--- config.mk ---
export PLATFORM = sky130hd
export DESIGN_NAME = alu_cond_unit
export DESIGN_NICKNAME = d
export VERILOG_FILES = /design/src/rtl/alu_cond_unit_pkg.sv /design/src/rtl/alu_cond_unit_cond_eval.sv /design/src/rtl/alu_cond_unit.sv
export SDC_FILE = /design/constraint.sdc
export NUM_CORES = 1
export LEC_CHECK = 0
export BUFFER_PORTS_ARGS = -buffer_cell sky130_fd_sc_hd__buf_2
export CELL_PAD_IN_SITES_DETAIL_PLACEMENT = 1
export CELL_PAD_IN_SITES_GLOBAL_PLACEMENT = 1
export CORE_ASPECT_RATIO = 2
export CORE_MARGIN = 3
export CORE_UTILIZATION = 25
export CTS_BUF_LIST = sky130_fd_sc_hd__clkbuf_4
export DETAILED_ROUTE_END_ITERATION = 8
export MAX_ROUTING_LAYER = met4
export PLACE_DENSITY = 0.56
export SYNTH_ARGS = -nofsm -noshare
export SYNTH_HDL_FRONTEND = slang
export SYNTH_SLANG_ARGS = --single-unit
--- constraint.sdc ---
create_clock -name clk -period 2.6 [get_ports clk]
set_clock_uncertainty 0.15 [all_clocks]
set_input_delay 0.52 -clock clk [delete_from_list [all_inputs] [get_ports clk]]
set_output_delay 0.52 -clock clk [all_outputs]
set_load 0.02 [all_outputs]
--- src/rtl/alu_cond_unit_pkg.sv ---
// Shared definitions for the ALU flag consumer: opcodes, condition codes,
// NZCV bit positions and the condition-request FSM encoding.
package alu_cond_unit_pkg;

   localparam logic [3:0] alu_and = 4'b0000;
   localparam logic [3:0] alu_eor = 4'b0001;
   localparam logic [3:0] alu_orr = 4'b0010;
   localparam logic [3:0] alu_bic = 4'b0011;
   localparam logic [3:0] alu_mov = 4'b0100;
   localparam logic [3:0] alu_mvn = 4'b0101;
   localparam logic [3:0] alu_tst = 4'b0110;
   localparam logic [3:0] alu_add = 4'b0111;
   localparam logic [3:0] alu_sub = 4'b1000;
   localparam logic [3:0] alu_adc = 4'b1001;
   localparam logic [3:0] alu_sbc = 4'b1010;

   localparam logic [3:0] cond_eq = 4'b0000;
   localparam logic [3:0] cond_ne = 4'b0001;
   localparam logic [3:0] cond_cs = 4'b0010;
   localparam logic [3:0] cond_cc = 4'b0011;
   localparam logic [3:0] cond_mi = 4'b0100;
   localparam logic [3:0] cond_pl = 4'b0101;
   localparam logic [3:0] cond_vs = 4'b0110;
   localparam logic [3:0] cond_vc = 4'b0111;
   localparam logic [3:0] cond_hi = 4'b1000;
   localparam logic [3:0] cond_ls = 4'b1001;
   localparam logic [3:0] cond_ge = 4'b1010;
   localparam logic [3:0] cond_lt = 4'b1011;
   localparam logic [3:0] cond_gt = 4'b1100;
   localparam logic [3:0] cond_le = 4'b1101;
   localparam logic [3:0] cond_al = 4'b1110;
   localparam logic [3:0] cond_nv = 4'b1111;

   localparam int unsigned flag_n = 3;
   localparam int unsigned flag_z = 2;
   localparam int unsigned flag_c = 1;
   localparam int unsigned flag_v = 0;

   typedef enum logic [1:0] {
      st_idle = 2'd0,
      st_wait = 2'd1,
      st_resp = 2'd2
   } state_e;

   function automatic logic is_logic(input logic [3:0] op);
      return op inside {alu_and, alu_eor, alu_orr, alu_bic, alu_mov, alu_mvn, alu_tst};
   endfunction

   function automatic logic is_arith(input logic [3:0] op);
      return op inside {alu_add, alu_sub, alu_adc, alu_sbc};
   endfunction

endpackage

--- src/rtl/alu_cond_unit_cond_eval.sv ---
// Purely combinational ARM condition-code evaluator over {N,Z,C,V}.
// Shared with the branch unit.
module alu_cond_unit_cond_eval
   import alu_cond_unit_pkg::*;
(
   input  logic [3:0] cond_code,
   input  logic [3:0] nzcv,
   output logic       pass
);

   logic n, z, c, v;

   assign n = nzcv[flag_n];
   assign z = nzcv[flag_z];
   assign c = nzcv[flag_c];
   assign v = nzcv[flag_v];

   always_comb begin
      pass = 1'b0;
      case (cond_code)
         cond_eq: pass = z;
         cond_ne: pass = !z;
         cond_cs: pass = c;
         cond_cc: pass = !c;
         cond_mi: pass = n;
         cond_pl: pass = !n;
         cond_vs: pass = v;
         cond_vc: pass = !v;
         cond_hi: pass = c & !z;
         cond_ls: pass = !c | z;
         cond_ge: pass = (n == v);
         cond_lt: pass = (n != v);
         cond_gt: pass = !z & (n == v);
         cond_le: pass = z | (n != v);
         cond_al: pass = 1'b1;
         cond_nv: pass = 1'b0;
         default: pass = 1'b0;
      endcase
   end

endmodule

--- src/rtl/alu_cond_unit.sv ---
// NZCV status register, in-flight flag-op tracking and condition evaluation
// with flag forwarding. Optional pass/fail counters under COND_STATS_EN.
module alu_cond_unit
   import alu_cond_unit_pkg::*;
#(
   parameter int unsigned PEND_W    = 3,
   parameter logic [3:0]  FLAGS_RST = 4'b0000
) (
   input  logic        clk,
   input  logic        reset,
   input  logic        issue_flagset,
   input  logic        alu_valid,
   output logic        alu_ready,
   input  logic        alu_s,
   input  logic [3:0]  alu_op,
   input  logic        alu_n,
   input  logic        alu_z,
   input  logic        alu_v,
   input  logic        alu_co,
   input  logic        cond_valid,
   output logic        cond_ready,
   input  logic [3:0]  cond_code,
   output logic        pass_valid,
   input  logic        pass_ready,
   output logic        pass,
   output logic [3:0]  flags,
`ifdef COND_STATS_EN
   output logic [15:0] pass_cnt,
   output logic [15:0] fail_cnt,
`endif
   output logic        pend_err
);

   localparam logic [PEND_W-1:0] pend_max = {PEND_W{1'b1}};

   state_e            state_q;
   logic [3:0]        flags_q, fwd;
   logic [PEND_W-1:0] pend_q, pend_d;
   logic              err_q, err_d;
   logic [3:0]        code_q, eval_code;
   logic              pass_q, pass_valid_q, cond_ready_q;
   logic              inc, dec, legal, eval_pass;

   assign inc = issue_flagset;
   assign dec = alu_valid & alu_s;

   // Flags as they will be after this cycle's ALU write.
   always_comb begin
      fwd = flags_q;
      if (dec) begin
         if (is_logic(alu_op)) begin
            fwd[flag_n] = alu_n;
            fwd[flag_z] = alu_z;
         end else if (is_arith(alu_op)) begin
            fwd[flag_n] = alu_n;
            fwd[flag_z] = alu_z;
            fwd[flag_c] = alu_co;
            fwd[flag_v] = alu_v;
         end
      end
   end

   always_comb begin
      pend_d = pend_q;
      err_d  = err_q;
      if (inc && !dec) begin
         if (pend_q == pend_max) err_d = 1'b1;
         else                    pend_d = pend_q + 1'b1;
      end else if (dec && !inc) begin
         if (pend_q == '0) err_d = 1'b1;
         else              pend_d = pend_q - 1'b1;
      end
   end

   // Legal when no flag op is outstanding, or the last one lands this cycle.
   assign legal = (pend_q == '0) | ((pend_q == PEND_W'(1)) & dec & !inc);

   assign eval_code = (state_q == st_wait) ? code_q : cond_code;

   alu_cond_unit_cond_eval u_cond_eval (
      .cond_code (eval_code),
      .nzcv      (fwd),
      .pass      (eval_pass)
   );

   always_ff @(posedge clk) begin
      if (reset) begin
         state_q      <= st_idle;
         flags_q      <= FLAGS_RST;
         pend_q       <= '0;
         err_q        <= 1'b0;
         code_q       <= 4'b0000;
         pass_q       <= 1'b0;
         pass_valid_q <= 1'b0;
         cond_ready_q <= 1'b0;
      end else begin
         flags_q <= fwd;
         pend_q  <= pend_d;
         err_q   <= err_d;
         case (state_q)
            st_idle: begin
               cond_ready_q <= 1'b1;
               if (cond_valid && cond_ready_q) begin
                  cond_ready_q <= 1'b0;
                  if (legal) begin
                     pass_q       <= eval_pass;
                     pass_valid_q <= 1'b1;
                     state_q      <= st_resp;
                  end else begin
                     code_q  <= cond_code;
                     state_q <= st_wait;
                  end
               end
            end
            st_wait: begin
               cond_ready_q <= 1'b0;
               if (legal) begin
                  pass_q       <= eval_pass;
                  pass_valid_q <= 1'b1;
                  state_q      <= st_resp;
               end
            end
            st_resp: begin
               cond_ready_q <= pass_ready;
               if (pass_ready) begin
                  pass_valid_q <= 1'b0;
                  state_q      <= st_idle;
               end
            end
            default: begin
               cond_ready_q <= 1'b0;
               pass_valid_q <= 1'b0;
               state_q      <= st_idle;
            end
         endcase
      end
   end

`ifdef COND_STATS_EN
   logic [15:0] pass_cnt_q, fail_cnt_q;

   always_ff @(posedge clk) begin
      if (reset) begin
         pass_cnt_q <= 16'h0000;
         fail_cnt_q <= 16'h0000;
      end else if (pass_valid_q && pass_ready) begin
         if (pass_q) begin
            if (pass_cnt_q != 16'hFFFF) pass_cnt_q <= pass_cnt_q + 16'h0001;
         end else begin
            if (fail_cnt_q != 16'hFFFF) fail_cnt_q <= fail_cnt_q + 16'h0001;
         end
      end
   end

   assign pass_cnt = pass_cnt_q;
   assign fail_cnt = fail_cnt_q;
`endif

   assign alu_ready  = !reset;
   assign cond_ready = cond_ready_q;
   assign pass_valid = pass_valid_q;
   assign pass       = pass_q;
   assign flags      = flags_q;
   assign pend_err   = err_q;

endmodule

; Word-level counts from Yosys, hierarchy flattened
; Cells that the tools add are included.
[totals]
register_bits = 17
out_inout_bits = 9
word_cells = 109
[classes]
add_sub_neg = 2
n_eq_ne = 37
n_mux = 28
bitwise_logic = 9
reduce_logical = 25
[op_table]
columns = operator, n
row1 = $eq A4 B4 Y1 const B, 11
row2 = $eq A4 B3 Y1 const B, 8
row3 = $eq A4 B2 Y1 const B, 4
row4 = $pmux W1 S16, 1
row5 = $mux W2, 6
row6 = $mux W3, 4
row7 = $mux W4, 3
row8 = $reduce_and A3 Y1, 4
row9 = $mux W1, 10
row10 = $ne A2 B2 Y1 const B, 5
row11 = $eq A4 B1 Y1 const B, 2
row12 = $logic_not A4 Y1, 2
row13 = $logic_not A1 Y1, 7
row14 = $reduce_bool A7 Y1, 1
row15 = $pmux W2 S3, 1
row16 = $reduce_bool A2 Y1, 3
row17 = $and A1 B1 Y1, 5
row18 = $pmux W1 S2, 2
row19 = $reduce_and A2 Y1, 2
row20 = $reduce_bool A4 Y1, 1
row21 = $add A3 B1 Y3 const B, 1
row22 = $eq A3 B1 Y1 const B, 1
row23 = $eq A3 B3 Y1 const B, 1
row24 = $logic_and A1 B1 Y1, 3
row25 = 11 further kinds, 13

; Longest topological paths before layout
; Gate-level depths: netlist (run 1).
[depth]
depth_word = 11
ltp_mapped = 10
mapped_depth_nobuf = 9

; By module
; From an unflattened synthesis (run 1), not the netlist that was laid out.
[hier_totals]
hier_cells = 122
hier_area_um2 = 1107.3
[modules_own_cells]
columns = module, n_inst, cells_per_inst, area_each_um2, seq_area_each_um2
row1 = alu_cond_unit, 1, 99, 952.2, 340.3
row2 = alu_cond_unit_cond_eval, 1, 23, 155.1, 0.0

; Worst setup path before layout (run 1)
; OpenSTA, ideal clock, no wires.
[synth_timing]
path_type = input to register
start = in alu_valid
end = reg pass_q (netlist: pass)
setup_ns = 0.074
t_arrival_ns = 2.125
required_ns = 2.376
setup_slack_ns = 0.251
cell_stages = 8
n_path_buf = 1
path_cell_list = and2_1 > buf_2 > and3_1 > mux2_2 > nand2_1 > o221ai_1 > a2111o_1 > a31oi_1
[synth_between]
elab_chain_cells = 8
word_cells_on_any_way = 19
classes_between = 2 x eq/ne / 5 x mux / 8 x bitwise / 4 x reduce/logical
[synth_rtl]
columns = item, line
row1 = from (decl), alu_cond_unit.sv:12  ; input logic alu_valid,
row2 = $and A1 B1 Y1 *, alu_cond_unit.sv:45  ; assign dec = alu_valid & alu_s;
row3 = $mux W4, alu_cond_unit.sv:50  ; if (dec) begin
row4 = $ne A1 B1 Y1 (tied with other cells), "alu_cond_unit_cond_eval.sv:32, alu_cond_unit_cond_eval.sv:34"
row5 = $or A1 B1 Y1 (tied with other cells), alu_cond_unit_cond_eval.sv:34  ; cond_le: pass = z | (n != v);
row6 = $pmux W1 S16, alu_cond_unit_cond_eval.sv:20  ; case (cond_code)
row7 = $mux W1 *, "alu_cond_unit.sv:105, alu_cond_unit.sv:117"
row8 = $mux W1, alu_cond_unit.sv:103  ; if (cond_valid && cond_ready_q) begin
row9 = $pmux W1 S2 *, alu_cond_unit.sv:100  ; case (state_q)
row10 = to (signal assigned), alu_cond_unit.sv:106  ; pass_q <= eval_pass;
row11 = to (signal assigned), alu_cond_unit.sv:118  ; pass_q <= eval_pass;
row12 = to (decl), alu_cond_unit.sv:41  ; logic pass_q, pass_valid_q, cond_ready_q;
; Every way passes the cells marked *; elsewhere a longest branch is shown, timed or not. The select of a mux whose other input is x is not followed.
; A chain may end at the register's enable or synchronous reset.

; Worst setup path in the final report (run 1)
[layout_timing]
start = reg state_q[1]
end = reg pass_q (netlist: pass)
[layout_between]
elab_chain_cells = 7
word_cells_on_any_way = 26
classes_between = 17 x eq/ne / 5 x mux / 4 x reduce/logical
[layout_rtl]
columns = item, line
row1 = from (decl), alu_cond_unit.sv:36  ; state_e state_q;
row2 = from (signal assigned), alu_cond_unit.sv:88  ; state_q <= st_idle;
row3 = from (signal assigned), alu_cond_unit.sv:108  ; state_q <= st_resp;
row4 = from (signal assigned), alu_cond_unit.sv:111  ; state_q <= st_wait;
row5 = $eq A2 B1 Y1, "alu_cond_unit.sv:78, alu_cond_unit.sv:100"
row6 = $mux W4, alu_cond_unit.sv:78  ; assign eval_code = (state_q == st_wait) ? code_q : cond_code;
row7 = $eq A4 B4 Y1 (tied with other cells), alu_cond_unit_cond_eval.sv:20
row8 = $pmux W1 S16, alu_cond_unit_cond_eval.sv:20
row9 = $mux W1, "alu_cond_unit.sv:105, alu_cond_unit.sv:117"
row10 = $mux W1, alu_cond_unit.sv:103
row11 = $pmux W1 S2, alu_cond_unit.sv:100
; Several ways; a longest one is shown, not always the timed one. The select of a mux whose other input is x is not followed.

==> results of run 1 <==
## cells by family after synthesis
family	count (synthesis)	synth area share
simple gates	55	0.229
compound gates	34	0.229
xor+xnor	2	0.0148
flops	17	0.288
buf+inv	13	0.0551
fa+ha+maj	6	0.0636
mux	13	0.120
## worst paths after layout
check	slack (ps)	startpoint	endpoint	cells after the start
hold reg to reg	330	pend_err	pend_err	2
hold / removal	330	cond_code[0]	code_q[0]	3
setup / recovery	180	state_q[1]	pass	7
setup reg to reg	180	state_q[1]	pass	7
## final cells by class
class / count / area, µm² / area share
Multi-Input combinational cell: 110 / 774 / 0.545
Sequential cell: 17 / 340 / 0.240
Timing Repair Buffer: 33 / 180 / 0.127
Tap cell: 54 / 67.6 / 0.0476
Inverter: 8 / 30.0 / 0.0211
Clock buffer: 3 / 22.5 / 0.0159
Clock inverter: 1 / 5.00 / 0.00352
## Yosys cell counts, types with 2 or more instances
library cell  number  area, µm²
nand2_1            9       33.8
a22oi_1            2       15.0
ha_1               6       75.1
dfxtp_1           17        340
xnor2_1            2       17.5
inv_1              8       30.0
mux2i_1           10        100
and2_1             2       12.5
o21ai_0            5       25.0
nor3_1             2       10.0
nand2b_1           2       12.5
clkbuf_1           2       7.51
mux2_4             2       30.0
nor2_1            23       86.3
buf_6              2       22.5
a21oi_1            8       40.0
a31oi_1            2       12.5
nand3_1            5       25.0
and3_1             3       18.8
nand4_1            2       12.5
nand4b_1           2       17.5
## stage by stage
step	setup WS, ps	instances	total power, mW	hold slack (ps)
after detailed placement	-3.91	222	0.682	315
after global routing	54.5	226	0.891	356
after global placement	52.6	222	0.662	304
after CTS	201	226	0.837	322
final	177	226	0.818	332
after floorplan	251	140	0.577	313
## power by group through the flow
stage               Clock, mW  Sequential [mW]  Combinational [mW]
CTS                     0.161            0.330               0.347
global route            0.172            0.336               0.383
floorplan                   0            0.343               0.234
detailed placement          0            0.336               0.345
global placement            0            0.334               0.328
finish                  0.148            0.330               0.340
## registers in the layout, indices dropped and copies added (netlist names)
name        flops
pend_q          3
pass            1
code_q          4
pass_valid      1
state_q         2
cond_ready      1
flags           4
pend_err        1
## per-layer routing
metal  global-route usage  part of all wire
met2                0.290              0.59
met5                    -                 0
met1                0.123              0.35
met4               0.0845             0.032
met3               0.0174             0.030
## worst max-delay path, stage by stage (launching register included)
cell       delay, ps
dfxtp_1          500
nand2b_4         260
mux2_4           350
a2111oi_4        300
a211oi_2         100
o41ai_2          430
a221oi_1          90
a31oi_1          150
==> run_results.csv, run 1 <==
group,metric,value,unit
pwr,intPower,0.502,mW
grt,overflow,0,
timing,period_share,0.932,
clock_tree,cts_tree,"built",
pwr,netSwitchingFraction,0.386,
clock_tree,root_buffer,"clkbuf_4",
pwr,power_density,576,nW/µm²
detailed_routing,initialDrtViolationCount,12,
yosys,synth.distinct_cells,45,
yosys,synth_edf_count,0,
yosys,yosysWarnings,0,
setup_path,cp_max_fo,9,
clock_tree,clk_latency,300,ps
place,gp_congestion,0.896,
clock_tree,cts-resized-gates,0,
place,placed_area,1390,µm²
floorplan,die_w,54.6,µm
timing,slew_headroom,0.692,
final_layout,fillers,569,
detailed_routing,ant_nets,0,
final_layout,finish.utilization,0.318,
clock_tree,cts-hold-fix-buffers,0,
final_layout,stdcell_area,1420,µm²
timing,setup_tns,0,ps
yosys,synthCells,140,
setup_path,crit_type,"flip-flop to flip-flop",
timing,fmax,413,MHz
setup_path,startpoint_type,"flip-flop",
detailed_routing,firstDrtPassIters,4,
place,hpwl,3030,µm
pwr,ir_drop,0.265,mV
grt,antenna_found_initial,0,
detailed_routing,via_count,1180,
setup_path,critPathRequiredTime,2680,ps
yosys,syn_nets,165,
timing,fin_crit,2420,ps
timing,setup_viol,0,
clock_tree,cts_sinks,17,
pwr,clkPwrFrac,0.181,
yosys,ys.flop_type,"dfxtp_1",
clock_tree,cts_buffers,3,
pwr,power_switching,0.315,mW
final_layout,area_growth,20.4,%
detailed_routing,drc,0,
floorplan,io_pins,28,
status,run_status,"finished, final reports clean",
grt,grt.total_usage,0.149,
detailed_routing,via_per_inst,5.22,
grt,grt_pass1_wl,5850,µm
grt,grt_max_degree,17,
final_layout,nets,198,
grt,grt_pass1_vias,1310,
floorplan,fp.coreArea,4470,µm²
pwr,p_leak,0.674,nW
timing,slew_viol_final,0,
timing,finalHoldViolations,0,
setup_path,cp.arrival,2500,ps
clock_tree,postCtsSetupBuffers,0,
hold_path,min_path_type,"input port to flip-flop",
final_layout,diodes,0,
clock_tree,clk_pin_slew,110,ps
floorplan,num_rows,34,
final_layout,drive_gt1_frac,0.267,
yosys,ys_ff_latch,17,
floorplan,start_util,0.264,
setup_path,critPathCaptureType,"flip-flop",
yosys,yosysSeqAreaShare,0.288,
yosys,syn_area_per_cell,8.43,µm²
timing,rsz0062_at_grt,"false",
pwr,combPwrFrac,0.416,
clock_tree,clockBufferDepth,2,
final_layout,layout_commonest_cell,"buf_2",
clock_tree,htreeDepth,1,
place,port_buffers,27,
flow_run,max-cap-violations,0,
timing,worstMarginPinSlew,449,ps
detailed_routing,wire_per_inst,16.0,µm
floorplan,die_h,103,µm
yosys,async_flop_share,0,
floorplan,dieArea,5630,µm²
pwr,seqPwrFrac,0.403,
yosys,synth_area,1180,µm²
detailed_routing,drt_wl_total,3620,µm
final_layout,layout_common_cells,"buf_2, nor2_1, dfxtp_1",
No activity file was read; power rests on OpenSTA's default activity.
==> run 2: changes to the inputs <==
Settings changed: BUFFER_PORTS_ARGS -buffer_cell sky130_fd_sc_hd__buf_2 to not set, DONT_BUFFER_PORTS set to 1, PLACE_DENSITY 0.56 to 0.49, SLEW_MARGIN set to 20.
==> run_results.csv, run 2 (same netlist as run 1, synthesis figures left out) <==
group,metric,value,unit
setup_path,startpoint_type,"flip-flop",
timing,slew_headroom,0.705,
hold_path,min_path_type,"input port to flip-flop",
clock_tree,root_buffer,"clkbuf_4",
place,gp_congestion,0.849,
floorplan,die_w,54.6,µm
detailed_routing,via_count,1057,
detailed_routing,drc,0,
clock_tree,cts_tree,"built",
final_layout,diodes,0,
detailed_routing,firstDrtPassIters,4,
detailed_routing,topRoutingLayerUsed,"met4",
timing,hold_slack,120,ps
setup_path,cp.arrival,2420,ps
place,hpwl,2720,µm
clock_tree,cts_buffers,3,
detailed_routing,ant_nets,0,
floorplan,dieArea,5630,µm²
setup_path,crit_type,"flip-flop to flip-flop",
clock_tree,postCtsSetupBuffers,0,
clock_tree,cts-resized-gates,0,
final_layout,layout_commonest_cell,"nor2_1",
timing,period_share,0.899,
grt,antenna_found_initial,0,
place,placed_area,1260,µm²
timing,worstMarginPinSlew,430,ps
clock_tree,clk_pin_slew,110,ps
clock_tree,htreeDepth,1,
timing,fmax,428,MHz
grt,grt_max_degree,17,
setup_path,critPathMaxStageDelay,480,ps
setup_path,critPathRequiredTime,2680,ps
pwr,power_density,614,nW/µm²
floorplan,io_pins,28,
clock_tree,cts-hold-fix-buffers,0,
flow_run,max-cap-violations,0,
detailed_routing,drt_wl_total,3280,µm
timing,finalHoldViolations,0,
final_layout,area_growth,9.12,%
final_layout,nets,171,
setup_path,cp_max_fo,9,
clock_tree,clk_latency,300,ps
floorplan,fp.coreArea,4470,µm²
timing,slew_viol_final,0,
detailed_routing,wl_met3,168,µm
place,port_buffers,0,
floorplan,start_util,0.264,
clock_tree,cts_sinks,17,
clock_tree,clockBufferDepth,2,
timing,setup_tns,0,ps
grt,overflow,0,
pwr,p_leak,0.559,nW
detailed_routing,met1_length,1170,µm
floorplan,num_rows,34,
pwr,ir_drop,0.188,mV
timing,fin_crit,2340,ps
final_layout,drive_gt1_frac,0.131,
timing,setup_viol,0,
grt,grt.total_usage,0.139,
setup_path,crit_buf_inv,1,
setup_path,cp_top_family,"simple AND/OR/NAND/NOR gates",
detailed_routing,dr_wl_met2,1870,µm
detailed_routing,via_per_inst,5.31,
status,run_status,"finished, final reports clean",
timing,rsz0062_at_grt,"false",
detailed_routing,initialDrtViolationCount,12,
grt,grt_pass1_vias,1198,
floorplan,die_h,103,µm
detailed_routing,wire_per_inst,16.5,µm
final_layout,stdcell_area,1290,µm²
final_layout,layout_common_cells,"nor2_1, dfxtp_1, mux2i_1",
setup_path,cp_cell_sequence,"nand2b_4 > mux2_4 > nor3_1 > inv_1 > o41ai_2 > a221oi_1 > a31oi_1",
grt,grt_pass1_wl,5510,µm
setup_path,critPathCaptureType,"flip-flop",
setup_path,critical_path.slowest_cell,"dfxtp_1",
run 2: cell types whose count changed in the layout (fill, tap and decap cells not counted), sizes merged:
cell and delta:
clkinv -1, clkbuf +1, buf -27
run 2: final cells by class:
class | count | area [µm²]
timing repair buffer | 6 | 45.0
tap | 54 | 67.6
sequential | 17 | 340
multi-input combinational | 110 | 774
clock buffer | 4 | 30.0
fill | 559 | 3180
inverter | 8 | 30.0
run 2: worst paths after layout:
kind               from         to  slack [ps]  cells after the start
max          state_q[1]       pass         260                      7
min               reset  code_q[2]         120                      1
max reg2reg  state_q[1]       pass         260                      7
min reg2reg   code_q[0]  code_q[0]         380                      2
run 2: metal layers:
layer / vias up / track usage
met3: 5 / 0.0217
li1: 519 / -
met4: 0 / 0.0614
met1: 506 / 0.133
met5: - / -
met2: 27 / 0.257
run 2: through the flow:
stage | cells | setup slack (ps) | utilization | power [mW]
floorplan | 140 | 251 | - | 0.577
global placement | 195 | 222 | 0.282 | 0.629
detailed placement | 195 | 185 | 0.282 | 0.642
CTS | 199 | 198 | 0.288 | 0.811
global route | 199 | 114 | 0.288 | 0.865
finish | 199 | 261 | 0.288 | 0.790
run 2: power breakdown:
| group | internal [mW] | leakage [nW] | switching, mW |
|---|---|---|---|
| Combinational | 0.130 | 0.402 | 0.150 |
| Clock | 0.0702 | 0.0184 | 0.0897 |
| Sequential | 0.297 | 0.139 | 0.0536 |
run 2: worst register-to-register path, cell delays in order, from the launching register on:
cell      delay [ps]
dfxtp_1          480
nand2b_4         250
mux2_4           350
nor3_1           380
inv_1            100
o41ai_2          330
a221oi_1          80
a31oi_1          140
